===== src/rtl/fp_pkg.sv =====
// Shared FP definitions: field widths, rounding modes, exception flag indices and
// the int-to-float converter state encoding.
package fp_pkg;

    localparam int unsigned XLEN   = 32;
    localparam int unsigned BIAS   = 127;
    localparam int unsigned EXP_W  = 8;
    localparam int unsigned MANT_W = 23;

    // Resolved RISC-V rounding modes; 5-7 fall back to RNE.
    localparam logic [2:0] RM_RNE = 3'd0;
    localparam logic [2:0] RM_RTZ = 3'd1;
    localparam logic [2:0] RM_RDN = 3'd2;
    localparam logic [2:0] RM_RUP = 3'd3;
    localparam logic [2:0] RM_RMM = 3'd4;

    // fflags = {NV, DZ, OF, UF, NX}
    localparam int unsigned FLAG_NX = 0;
    localparam int unsigned FLAG_UF = 1;
    localparam int unsigned FLAG_OF = 2;
    localparam int unsigned FLAG_DZ = 3;
    localparam int unsigned FLAG_NV = 4;

    typedef enum logic [1:0] {
        StIdle,
        StNorm,
        StRound,
        StDone
    } cvt_state_e;

endpackage


===== src/rtl/fp_round_inc.sv =====
// Round-increment decision shared by the FP conversion and arithmetic units.
module fp_round_inc
    import fp_pkg::*;
(
    input  logic [2:0] rm_i,
    input  logic       sign_i,
    input  logic       lsb_i,
    input  logic       g_i,
    input  logic       s_i,
    output logic       inc_o
);

    // Decide whether the truncated mantissa is bumped by one ulp.
    always_comb begin
        inc_o = 1'b0;
        case (rm_i)
            RM_RTZ:  inc_o = 1'b0;
            RM_RDN:  inc_o = (g_i | s_i) & sign_i;
            RM_RUP:  inc_o = (g_i | s_i) & ~sign_i;
            RM_RMM:  inc_o = g_i;
            default: inc_o = g_i & (s_i | lsb_i);
        endcase
    end

endmodule


===== src/rtl/fp_int_to_float.sv =====
// FCVT.S.W / FCVT.S.WU: iterative one-bit-per-cycle normalisation followed by a
// single rounding cycle, behind valid/ready handshakes on both sides.
module fp_int_to_float
    import fp_pkg::*;
(
    input  logic        clk,
    input  logic        rst,
    input  logic        in_valid,
    output logic        in_ready,
    input  logic [31:0] int_in,
    input  logic        is_unsigned,
    input  logic [2:0]  rm,
    output logic        out_valid,
    input  logic        out_ready,
    output logic [31:0] result,
    output logic [4:0]  fflags
);

    localparam logic [EXP_W-1:0] ExpInit = EXP_W'(BIAS + XLEN - 1);

    cvt_state_e        state_q, state_d;
    logic              sign_q, sign_d;
    logic [31:0]       mag_q, mag_d;
    logic [EXP_W-1:0]  exp_q, exp_d;
    logic [2:0]        rm_q, rm_d;
    logic [31:0]       result_q, result_d;
    logic [4:0]        fflags_q, fflags_d;

    logic              in_sign;
    logic [31:0]       in_mag;
    logic              rnd_g, rnd_s, rnd_lsb, rnd_inc, rnd_carry;
    logic [MANT_W-1:0] rnd_sum;
    logic [MANT_W-1:0] mant_rnd;
    logic [EXP_W-1:0]  exp_rnd;

    // Operand sign/magnitude; 0x80000000 negates to itself, which is the right magnitude.
    always_comb begin
        in_sign = ~is_unsigned & int_in[31];
        in_mag  = in_sign ? (~int_in + 32'd1) : int_in;
    end

    // Guard/sticky/lsb taken from the normalised magnitude (bit 31 is the hidden one).
    always_comb begin
        rnd_g   = mag_q[7];
        rnd_s   = |mag_q[6:0];
        rnd_lsb = mag_q[8];
        {rnd_carry, rnd_sum} = {1'b0, mag_q[30:8]} + {{MANT_W{1'b0}}, rnd_inc};
        mant_rnd = rnd_carry ? '0 : rnd_sum;
        exp_rnd  = rnd_carry ? exp_q + 8'd1 : exp_q;
    end

    fp_round_inc u_round_inc (
        .rm_i   (rm_q),
        .sign_i (sign_q),
        .lsb_i  (rnd_lsb),
        .g_i    (rnd_g),
        .s_i    (rnd_s),
        .inc_o  (rnd_inc)
    );

    // Next-state and datapath updates for the conversion FSM.
    always_comb begin
        state_d  = state_q;
        sign_d   = sign_q;
        mag_d    = mag_q;
        exp_d    = exp_q;
        rm_d     = rm_q;
        result_d = result_q;
        fflags_d = fflags_q;
        unique case (state_q)
            StIdle: begin
                if (in_valid) begin
                    sign_d = in_sign;
                    mag_d  = in_mag;
                    exp_d  = ExpInit;
                    rm_d   = rm;
                    if (in_mag == 32'd0) begin
                        // Zero always converts to +0, exact.
                        result_d = '0;
                        fflags_d = '0;
                        state_d  = StDone;
                    end else begin
                        state_d = StNorm;
                    end
                end
            end
            StNorm: begin
                if (mag_q[31]) begin
                    state_d = StRound;
                end else begin
                    mag_d = {mag_q[30:0], 1'b0};
                    exp_d = exp_q - 8'd1;
                end
            end
            StRound: begin
                // Exponent tops out at 159, so no overflow path is needed.
                result_d          = {sign_q, exp_rnd, mant_rnd};
                fflags_d          = '0;
                fflags_d[FLAG_NX] = rnd_g | rnd_s;
                state_d           = StDone;
            end
            StDone: begin
                if (out_ready) begin
                    state_d = StIdle;
                end
            end
            default: state_d = StIdle;
        endcase
    end

    // State and datapath registers with synchronous reset.
    always_ff @(posedge clk) begin
        if (rst) begin
            state_q  <= StIdle;
            sign_q   <= 1'b0;
            mag_q    <= '0;
            exp_q    <= '0;
            rm_q     <= RM_RNE;
            result_q <= '0;
            fflags_q <= '0;
        end else begin
            state_q  <= state_d;
            sign_q   <= sign_d;
            mag_q    <= mag_d;
            exp_q    <= exp_d;
            rm_q     <= rm_d;
            result_q <= result_d;
            fflags_q <= fflags_d;
        end
    end

    // Handshake outputs come straight from the state register.
    always_comb begin
        in_ready  = (state_q == StIdle);
        out_valid = (state_q == StDone);
        result    = result_q;
        fflags    = fflags_q;
    end

endmodule

===== config.mk =====
export PLATFORM = sky130hd
export DESIGN_NAME = fp_int_to_float
export DESIGN_NICKNAME = d
export VERILOG_FILES = /design/src/rtl/fp_pkg.sv /design/src/rtl/fp_round_inc.sv /design/src/rtl/fp_int_to_float.sv
export SDC_FILE = /design/constraint.sdc
export NUM_CORES = 1
export LEC_CHECK = 0
export CORE_MARGIN = 2
export CORE_UTILIZATION = 30
export CTS_CLUSTER_DIAMETER = 50
export DETAILED_ROUTE_END_ITERATION = 10
export PLACE_DENSITY = 0.54
export SLEW_MARGIN = 10
export SYNTH_ARGS = -nofsm -noshare
export SYNTH_HDL_FRONTEND = slang
export SYNTH_SLANG_ARGS = --single-unit

===== constraint.sdc =====
create_clock -name clk -period 8.57 [get_ports clk]
set_input_delay 1.714 -clock clk [delete_from_list [all_inputs] [get_ports clk]]
set_output_delay 1.714 -clock clk [all_outputs]
set_load 0.01 [all_outputs]

Yosys cells after proc, flatten, opt, wreduce, memory -nomap -nowiden
Cells that the tools add are included.
W data, S select, Z words.

operators by class
  add/sub/neg operators = 4
  equality and inequality tests = 12
  muxes and demuxes = 21
  bitwise gates (word level) = 9
  reduce and logical (&&, ||, !) cells = 10

operators with widths
  operator                 number
  $mux W32                 5
  $pmux W32 S2             2
  $add A32 B1 Y32 const B  1
  $logic_not A32 Y1        1
  $not A32 Y32             1
  $add A23 B1 Y24          1
  $mux W8                  3
  $mux W23                 1
  $pmux W8 S2              1
  $mux W5                  2
  $pmux W5 S2              1
  $reduce_and A3 Y1        3
  $add A8 B1 Y8 const B    1
  $mux W2                  4
  $pmux W2 S4              1
  $sub A8 B1 Y8 const B    1
  $reduce_or A7 Y1         1
  $eq A3 B2 Y1 const B     2
  $ne A2 B2 Y1 const B     3
  $and A1 B1 Y1            4
  $eq A2 B2 Y1 const B     2
  $ne A2 B1 Y1 const B     2
  $pmux W1 S4              1
  $reduce_and A2 Y1        2
  7 further kinds          10

storage, ports and cells
  register bits after elaboration = 83
  bits of input ports = 40
  word-level logic and storage cells = 64

Depth between registers and ports, before layout
Gate-level depths: netlist of the first run.

  word-level depth = 7
  depth in mapped cells = 15
  depth with buffers taken out = 14

By module
From an unflattened synthesis of the first run, not the netlist that was laid out.

unflattened totals
  cell total of the unflattened synthesis = 689
  area, all modules = 5397.7 µm²

by module, submodules not included
  module           times used  cells each  area each (µm²)  seq. area each (µm²)
  fp_int_to_float  1           682         5342.6           1581.5
  fp_round_inc     1           7           55.1             0.0

Least setup slack after synthesis of the first run
OpenSTA, ideal clock, no wires.

  path type = input -> register
  start = input int_in[3]
  end = register result_q[24], in the netlist result[24]
  arrival = 4004 ps
  required time = 8453 ps
  slack = 4448 ps
  stages on the path = 11
  path buffers = 3
  cell sequence = buf_6 or4_1 buf_2 nor3_2 a21oi_1 o311ai_0 nand4_1 nor4_4 a311oi_1 buf_2 a32o_1

between the ends
  longest elaborated chain between the ends = 6

RTL lines
  what                             RTL line                source
  start, declared                  fp_int_to_float.sv:10   input logic [31:0] int_in,
  $not A32 Y32                     fp_int_to_float.sv:39   in_mag = in_sign ? (~int_in + 32'd1) : int_in;
  $add A32 B1 Y32                  fp_int_to_float.sv:39
  $mux W32 (*)                     fp_int_to_float.sv:39
  $logic_not A32 Y1 (*)            fp_int_to_float.sv:77   if (in_mag == 32'd0) begin
  $ne A2 B1 Y1 (no line) (*)       n/a
  $reduce_and A3 Y1 (no line) (*)  n/a
  end signal, assigned             fp_int_to_float.sv:127  result_q <= result_d;
  end, declared                    fp_int_to_float.sv:26   logic [31:0] result_q, result_d;

Every way passes the cells marked *; elsewhere a longest branch is shown, timed or not.
A chain may end at the register's enable or synchronous reset.

Worst setup path after layout of the first run
  start = input int_in[0]
  end = register result_q[1], in the netlist result[1]

Same word-level chain as after synthesis.

==> metrics.md, run 1 <==
| Metric | Value |
|---|---|
| Number of flops mapped to enable cells by yosys | `0` |
| Max-cap check violation count | `0` |
| Syn Area/Cell | `7.785 sq um` |
| Critical path type | `in -> reg` |
| Most frequently used flop master after synthesis | `dfxtp_1` |
| Pwr dens | `247.1 nW/um^2` |
| Antenna Violating Nets Remaining | `0` |
| Fraction of layout instances using a drive strength above 1 | `5.563%` |
| Chip width | `138.6 um` |
| Clock Sinks | `79` |
| Fill cell count | `roughly 1,900` |
| Outcome | `finished clean` |
| Core area | `17,840 sq um` |
| Post-CTS Hold Buffers | `0` |
| Cell family with most CP delay | `simple AND/OR/NAND/NOR gates` |
| Yosys top cell area share | `29.10%` |
| Peak VDD IR | `0.0001159 V` |
| WL/cell | `14.99 um` |
| Die ar. | `19,210 sq um` |
| GPL Wtd Cong | `0.8497` |
| Starting density of the core | `30.46%` |
| Total area of sequential cells | `~1600 sq um` |
| Yosys cell types | `between 70 and 80` |
| Crit end category | `flop` |
| GRT Total Usage | `15.16%` |
| Reg2reg path depth | `14` |
| Leak | `2.306 nW` |
| Area growth from synthesis to layout | `20.17%` |
| Drt initial violations | `446` |
| Clock buffer count from CTS | `9` |
| Synthesized area | `between 5000 and 6000 sq um` |
| CP Launch Type | `primary input` |
| Met3 Track Usage GR | `2.244%` |
| Max Transition Viols Final | `0` |
| CP max-delay cell | `nor3_1` |
| Final hold violations | `0` |
| Post-Synth XOR/XNOR Area | `10.15%` |
| Clk_skew | `between 9 and 10 ps` |
| Antenna cells | `0` |
| Vias per cell | `5.117` |
| Drt drc | `0` |
| TritonCTS clock tree | `built` |
| Crit-path max FO | `23` |
| Area of the multi-input gates | `3507 sq um` |
| Setup TNS | `0 ps` |
| GR Overflow Total | `0` |
| Worst EP arrival | `5590 ps` |
| Post-synthesis adder-cell area fraction | `around 2.3%` |
| Met1 global-route usage | `a little under a quarter` |
| Top cells by area, synth | `dfxtp_1, xnor2_1, nand2_1` |
| CP required | `slightly below 9000 ps` |
| Nets@finish | `783` |
| Crit. path cell count | `11` |
| H-tree Lvls | `3` |
| Clock Tree Buf Depth | `2` |
| I/O Pins | `79` |
| F_max | `184.8 MHz` |
| Post-Route WL | `14.48 mm` |
| Slowest stage delay, CP | `640 ps` |
| CP cell instances | `clkdlybuf4s50_1, inv_1, ha_1, nor4b_4, and4_1, a31oi_1, xnor2_1, o31ai_1, nor3_1, a31oi_4, mux2i_1` |
| Slew @ Worst Pin | `1164 ps` |
| Gate Count Post-Synth | `698` |
| First-pass GRT wire length | `~24 mm` |
| Dpl hpwl | `10.68 mm` |
| Asr flop ratio synth | `0%` |
| GRT busiest layer | `met1` |
| Clock latency on the worst-skew pair | `330 ps` |
| Number of synthesis warnings | `0` |
| Sequential area share after synthesis | `29.10%` |
| Largest net degree at the start of global routing | `71` |
| Largest family of logic cells by synthesized area | `simple AND/OR/NAND/NOR gates` |
| Yosys reg bits | `79` |
| Slew HR | `22.22%` |
| Met2 Usage GRT | `21.68%` |
| Hold Path Cell Cnt | `1` |
| Worst-path clk slew | `60 ps` |
| Unrepaired setup endpoints after global routing | `false` |
| Setup Buffers After CTS | `0` |
| Cell Rows | `49` |
| First drt pass iteration count | `6` |
| Initial antenna violation count | `0` |
| Root buffer cell | `clkbuf_16` |
| Yosys top cell by area | `dfxtp_1` |
| Hold Slack | `467.8 ps` |
| Hold crit path type | `reg -> reg` |
| CP Buf/Inv Count | `2` |
| Number of port buffers | `74` |
| Fin crit share | `63.15%` |
| Setup Viol. Count Final | `0` |
| Post-synthesis compound-gate area fraction | `a little under a fifth` |
| Chip Height | `138.6 um` |
| Fraction of synthesized area in multiplexers | `4.444%` |
| Fin crit period | `5412 ps` |
| Vias in the first global route | `4,488` |
| Vias | `about 4,900` |
| Post-Synth Simple-Gate Area | `28.92%` |
| Post-cts resize count | `0` |
## power breakdown
group / switching [W] / leakage, nW / internal (W)
Clock: 0.000145 / 0.145 / 0.000239
Combinational: 0.000387 / 1.52 / 0.000265
Sequential: 0.000122 / 0.645 / 0.000455
## worst paths after layout
path / from / slack, ps / endpoint
min reg2reg: result[25] / 470 / result[25]
max reg2reg: mag_q[0] / 5280 / result[30]
min: result[25] / 470 / result[25]
max: int_in[0] / 3160 / result[1]
## area by class of cell
cell class	count	area share [%]
clock buffer	12	3.928
clock inverter	3	0.6515
inverter	20	1.150
multi-input combinational	543	53.71
sequential	79	24.22
tap	229	4.388
timing repair buffer	80	11.96
## synthesized netlist by cell type (4+ instances only)
library cell   n
o211ai_1      20
a211oi_1       6
and3_1         7
or4_1          4
or3_1          7
and2_1         7
inv_1         20
buf_4          4
ha_1          10
mux2i_1       23
nand2b_1      24
buf_2         11
a32o_1         9
buf_6          5
nand2_1       84
nor2b_1        7
xor2_1        17
o21ai_0       37
and4_1         6
nor2_1        61
nor3_1        18
a31oi_1        4
a21oi_1       31
nand4_1       15
nand3_1       20
dfxtp_1       79
a222oi_1       6
clkbuf_1      39
xnor2_1       46
o31ai_1        5
nor4_1        10
## flip-flops by register name, summed over array words and instances, names as in the netlist
register	cells
state_q	2
exp_q	8
rm_q	3
fflags	1
mag_q	32
sign_q	1
result	32
## metal layers
layer / share of wire (%) / routed length (um)
met1: 54 / 7766
met2: 41 / 5929
met3: 4.3 / 627
met4: 1.1 / 160
met5: 0 / 0
## cell usage in the layout, fill, tap and decap left out, types with 18 or more instances in the layout
master / synthesis / final
a21oi_1: 31 / 30
clkdlybuf4s50_1: 0 / 73
dfxtp_1: 79 / 79
inv_1: 20 / 20
mux2i_1: 23 / 23
nand2_1: 84 / 84
nand2b_1: 24 / 24
nand3_1: 20 / 20
nor2_1: 61 / 61
nor3_1: 18 / 18
o211ai_1: 20 / 20
o21ai_0: 37 / 37
xnor2_1: 46 / 46
## worst reg2reg max path, stage by stage (launching register included)
cell and delay, ps:
dfxtp_1 360, nor3_1 70, nand2_1 110, nor3_1 60
o31ai_1 200, a21oi_1 100, nor2_1 150, ha_1 240
nand3_1 190, nor4_1 510, and3_1 420, and3_1 260
nand4_1 140, xnor2_1 150, a32o_1 250
## per-stage QoR
step                worst slack [ps]  instance area [sq um]  total power (W)  instances  utilization [%]
finish                          3158                   6530         0.001613        966            36.60
global route                    2873                   6530         0.001738        966            36.60
CTS                             3211                   6530         0.001627        966            36.60
detailed placement              2868                   6231         0.001235        951            34.93
global placement                2915                   6231         0.001236        951            34.93
floorplan                       4448                   5445         0.001052        701                -
## cells by family (layout without fill, tap and decap cells)
logic type                 count (synthesis)  in the layout
and+or+nand+nor                          297            297
AOI/OAI and AO/OA                        145            145
DFF                                       79             79
buffers and inverters                     79            115
xor gates and xnor gates                  63             63
muxes                                     24             24
adders and majority gates                 10             10
other                                      1              4
No activity file was read; power rests on OpenSTA's default activity.
==> inputs of run 2 (changes only) <==
PLACE_DENSITY = 0.56   (was 0.54)
clock period = 4.6 ns   (was 8.57 ns; I/O delays follow)
==> run 2 against run 1 <==
  * Via count rose by 3.0%
  * Clock skew fell by 2.9 ps
  * Non-clock buffer count rose by 12
  * Core utilization rose by 0.66 points
  * Sequential cell count did not move
  * Design area rose by 1.8%
  * Combinational power rose by 90%
  * Cell count rose by 1.2%
  * Setup slack got worse by 2700 ps
  * Critical path depth fell by 2
  * Highest routed layer unchanged
==> metrics.md, run 2 (same netlist as run 1, synthesis figures left out) <==
| Metric | Value |
|---|---|
| Outcome | `finished clean (unchanged)` |
| CP required | `4870 ps (was 8740 ps)` |
| Max Transition Viols Final | `0 (unchanged)` |
| R2R Setup Slk | `1390 ps (was 5280 ps)` |
| Dpl hpwl | `11.13 mm (was 10.68 mm)` |
| Antenna Violating Nets Remaining | `0 (unchanged)` |
| Placed Cells incl. Taps | `963 (was 951)` |
| Clock Tree Buf Depth | `2 (unchanged)` |
| Slew HR | `41.59% (was 22.22%)` |
| Worst-path clk slew | `60 ps (about the same)` |
| Worst Hold Launch | `mag_q[5] (was result[25])` |
| Crit end category | `flop (unchanged)` |
| Setup crit start | `int_in[0] (unchanged)` |
| Placed inst area | `6334 sq um (was 6231 sq um)` |
| F_max | `243.1 MHz` |
| Number of port buffers | `74 (unchanged)` |
| Clk_skew | `6.531 ps (was 9.476 ps)` |
| CP cell instances | `clkdlybuf4s50_1, or4_1, nor3_2, a21oi_1, o311ai_0, nand4_1, nor4_4, a31o_1, a32o_1 (was clkdlybuf4s50_1, inv_1, ha_1, nor4b_4, and4_1, a31oi_1, xnor2_1, o31ai_1, nor3_1, a31oi_4, mux2i_1)` |
| Clock buffer count from CTS | `9 (unchanged)` |
| Cell Rows | `49 (unchanged)` |
| Area of the multi-input gates | `3507 sq um (unchanged)` |
| Chip width | `138.6 um (unchanged)` |
| Post-Route WL | `14.80 mm (was 14.48 mm)` |
| Setup Buffers After CTS | `0 (unchanged)` |
| Final Cell Area | `6648 sq um (was 6530 sq um)` |
| Commonest non-fill, non-tap cell in the layout | `nand2_1 (unchanged)` |
| Critical path type | `in -> reg (unchanged)` |
| Drt drc | `0 (unchanged)` |
| Post-CTS Hold Buffers | `0 (unchanged)` |
| Clock latency on the worst-skew pair | `340 ps (was 330 ps)` |
| Pwr dens | `463.1 nW/um^2 (was 247.1 nW/um^2)` |
| Area growth from synthesis to layout | `22.33% (was 20.17%)` |
| First-pass GRT wire length | `24.36 mm (was 24.27 mm)` |
| Nets@finish | `795 (was 783)` |
| CP Launch Type | `primary input (unchanged)` |
| Fin crit period | `a little over 4000 ps` |
| Hold Path Cell Cnt | `2 (was 1)` |
| Post-cts resize count | `0 (unchanged)` |
| Chip Height | `138.6 um (unchanged)` |
| Core area | `17,840 sq um (unchanged)` |
| Reg2reg path depth | `14 (unchanged)` |
| Final hold violations | `0 (unchanged)` |
| TritonCTS clock tree | `built (unchanged)` |
| Layout Cells excl Fill | `978 (was 966)` |
| Worst Hold End | `mag_q[5] (was result[25])` |
| GPL Wtd Cong | `0.8395 (was 0.8497)` |
| Unrepaired setup endpoints after global routing | `false (unchanged)` |
| Reg-to-reg startpoint | `mag_q[0] (unchanged)` |
| Root buffer cell | `clkbuf_16 (unchanged)` |
| Fin crit share | `roughly nine tenths` |
| H-tree Lvls | `3 (unchanged)` |
| Largest net degree at the start of global routing | `70 (was 71)` |
| Fill cell count | `1,871 (was 1,922)` |
| GR Overflow Total | `0 (unchanged)` |
| Starting density of the core | `30.46% (unchanged)` |
| Leak | `2.375 nW (was 2.306 nW)` |
| Vias | `5,091 (was 4,943)` |
| R2R Path End | `result[30] (unchanged)` |
| GRT Total Usage | `15.35% (was 15.16%)` |
| First drt pass iteration count | `5 (was 6)` |
| Crit-path max FO | `10 (was 23)` |
| Setup TNS | `0 ps (unchanged)` |
| Vias in the first global route | `4,592 (was 4,488)` |
| CP max-delay cell | `or4_1 (was nor3_1)` |
| Antenna cells | `0 (unchanged)` |
| Vias per cell | `5.206 (was 5.117)` |
| Clock Sinks | `79 (unchanged)` |
| Slowest stage delay, CP | `720 ps (was 640 ps)` |
| Fin util | `37.26% (was 36.60%)` |
| Tot Pwr | `0.003079 W (was 0.001613 W)` |
| I/O Pins | `79 (unchanged)` |
| Max-cap check violation count | `0 (unchanged)` |
| Slew @ Worst Pin | `873.0 ps (was 1164 ps)` |
| Hold crit path type | `reg -> reg (unchanged)` |
| Most frequent cells in the layout | `nand2_1, dfxtp_1, clkdlybuf4s50_1 (unchanged)` |
| Peak VDD IR | `0.0001814 V (was 0.0001159 V)` |
| Die ar. | `19,210 sq um (unchanged)` |
| Total area of sequential cells | `1582 sq um (unchanged)` |
| Fraction of layout instances using a drive strength above 1 | `6.943% (was 5.563%)` |
| Initial antenna violation count | `0 (unchanged)` |
| Drt initial violations | `356 (was 446)` |
| WL/cell | `15.13 um (was 14.99 um)` |
| Setup Viol. Count Final | `0 (unchanged)` |
| Worst EP arrival | `4390 ps (was 5590 ps)` |
## run 2: changes by cell type in the layout (fill, tap and decap cells not counted), sizes merged
cell,delta
buf,+12
clkinv,-1
bufinv,+1
## run 2: area by class of cell
cell class / count / area share, %
clock inverter: 3 / 1.016
clock buffer: 12 / 3.708
timing repair buffer: 92 / 13.29
multi-input combinational: 543 / 52.76
tap: 229 / 4.310
inverter: 20 / 1.129
sequential: 79 / 23.79
## run 2: power breakdown
part           internal [W]  switching, W  leakage, nW  total, W
clock network      0.000487      0.000274        0.149  0.000762
registers          0.000849      0.000225        0.645   0.00107
logic              0.000517      0.000726         1.58   0.00124
total               0.00185       0.00123         2.37   0.00308
## run 2: critical path, delay by kind of cell
family	cells	cell delay, ps
and+or+nand+nor	4	1640
buffers and inverters	1	530
AOI/OAI and AO/OA	4	1300
## run 2: layer usage
| layer | part of all wire (%) | wire length (um) | vias up | GRT usage [%] |
|---|---|---|---|---|
| li1 | - | - | 2587 | - |
| met1 | 51 | 7527 | 2315 | 22.86 |
| met2 | 42 | 6155 | 176 | 22.90 |
| met3 | 6.4 | 951 | 13 | 1.968 |
| met4 | 1.1 | 161 | 0 | 4.941 |
| met5 | 0 | 0 | - | 0 |
## run 2: how the worst max path moves through the flow
stage | end | slack (ps) | cells after the start
after floorplan | result[24] | 1270 | 11
after global placement | result[31] | 190 | 9
after detailed placement | result[26] | 190 | 12
after CTS | result[26] | 550 | 12
after global routing | result[31] | 240 | 12
final | result[26] | 490 | 9
## run 2: stage by stage
stage / hold slack, ps / setup WS, ps
2_1_floorplan: 445.5 / 1272
3_3_place_gp: 453.8 / 190.9
3_5_place_dp: 465.8 / 191.6
4_1_cts: 475.0 / 549.2
5_1_grt: 496.3 / 239.1
6_report: 473.6 / 486.7
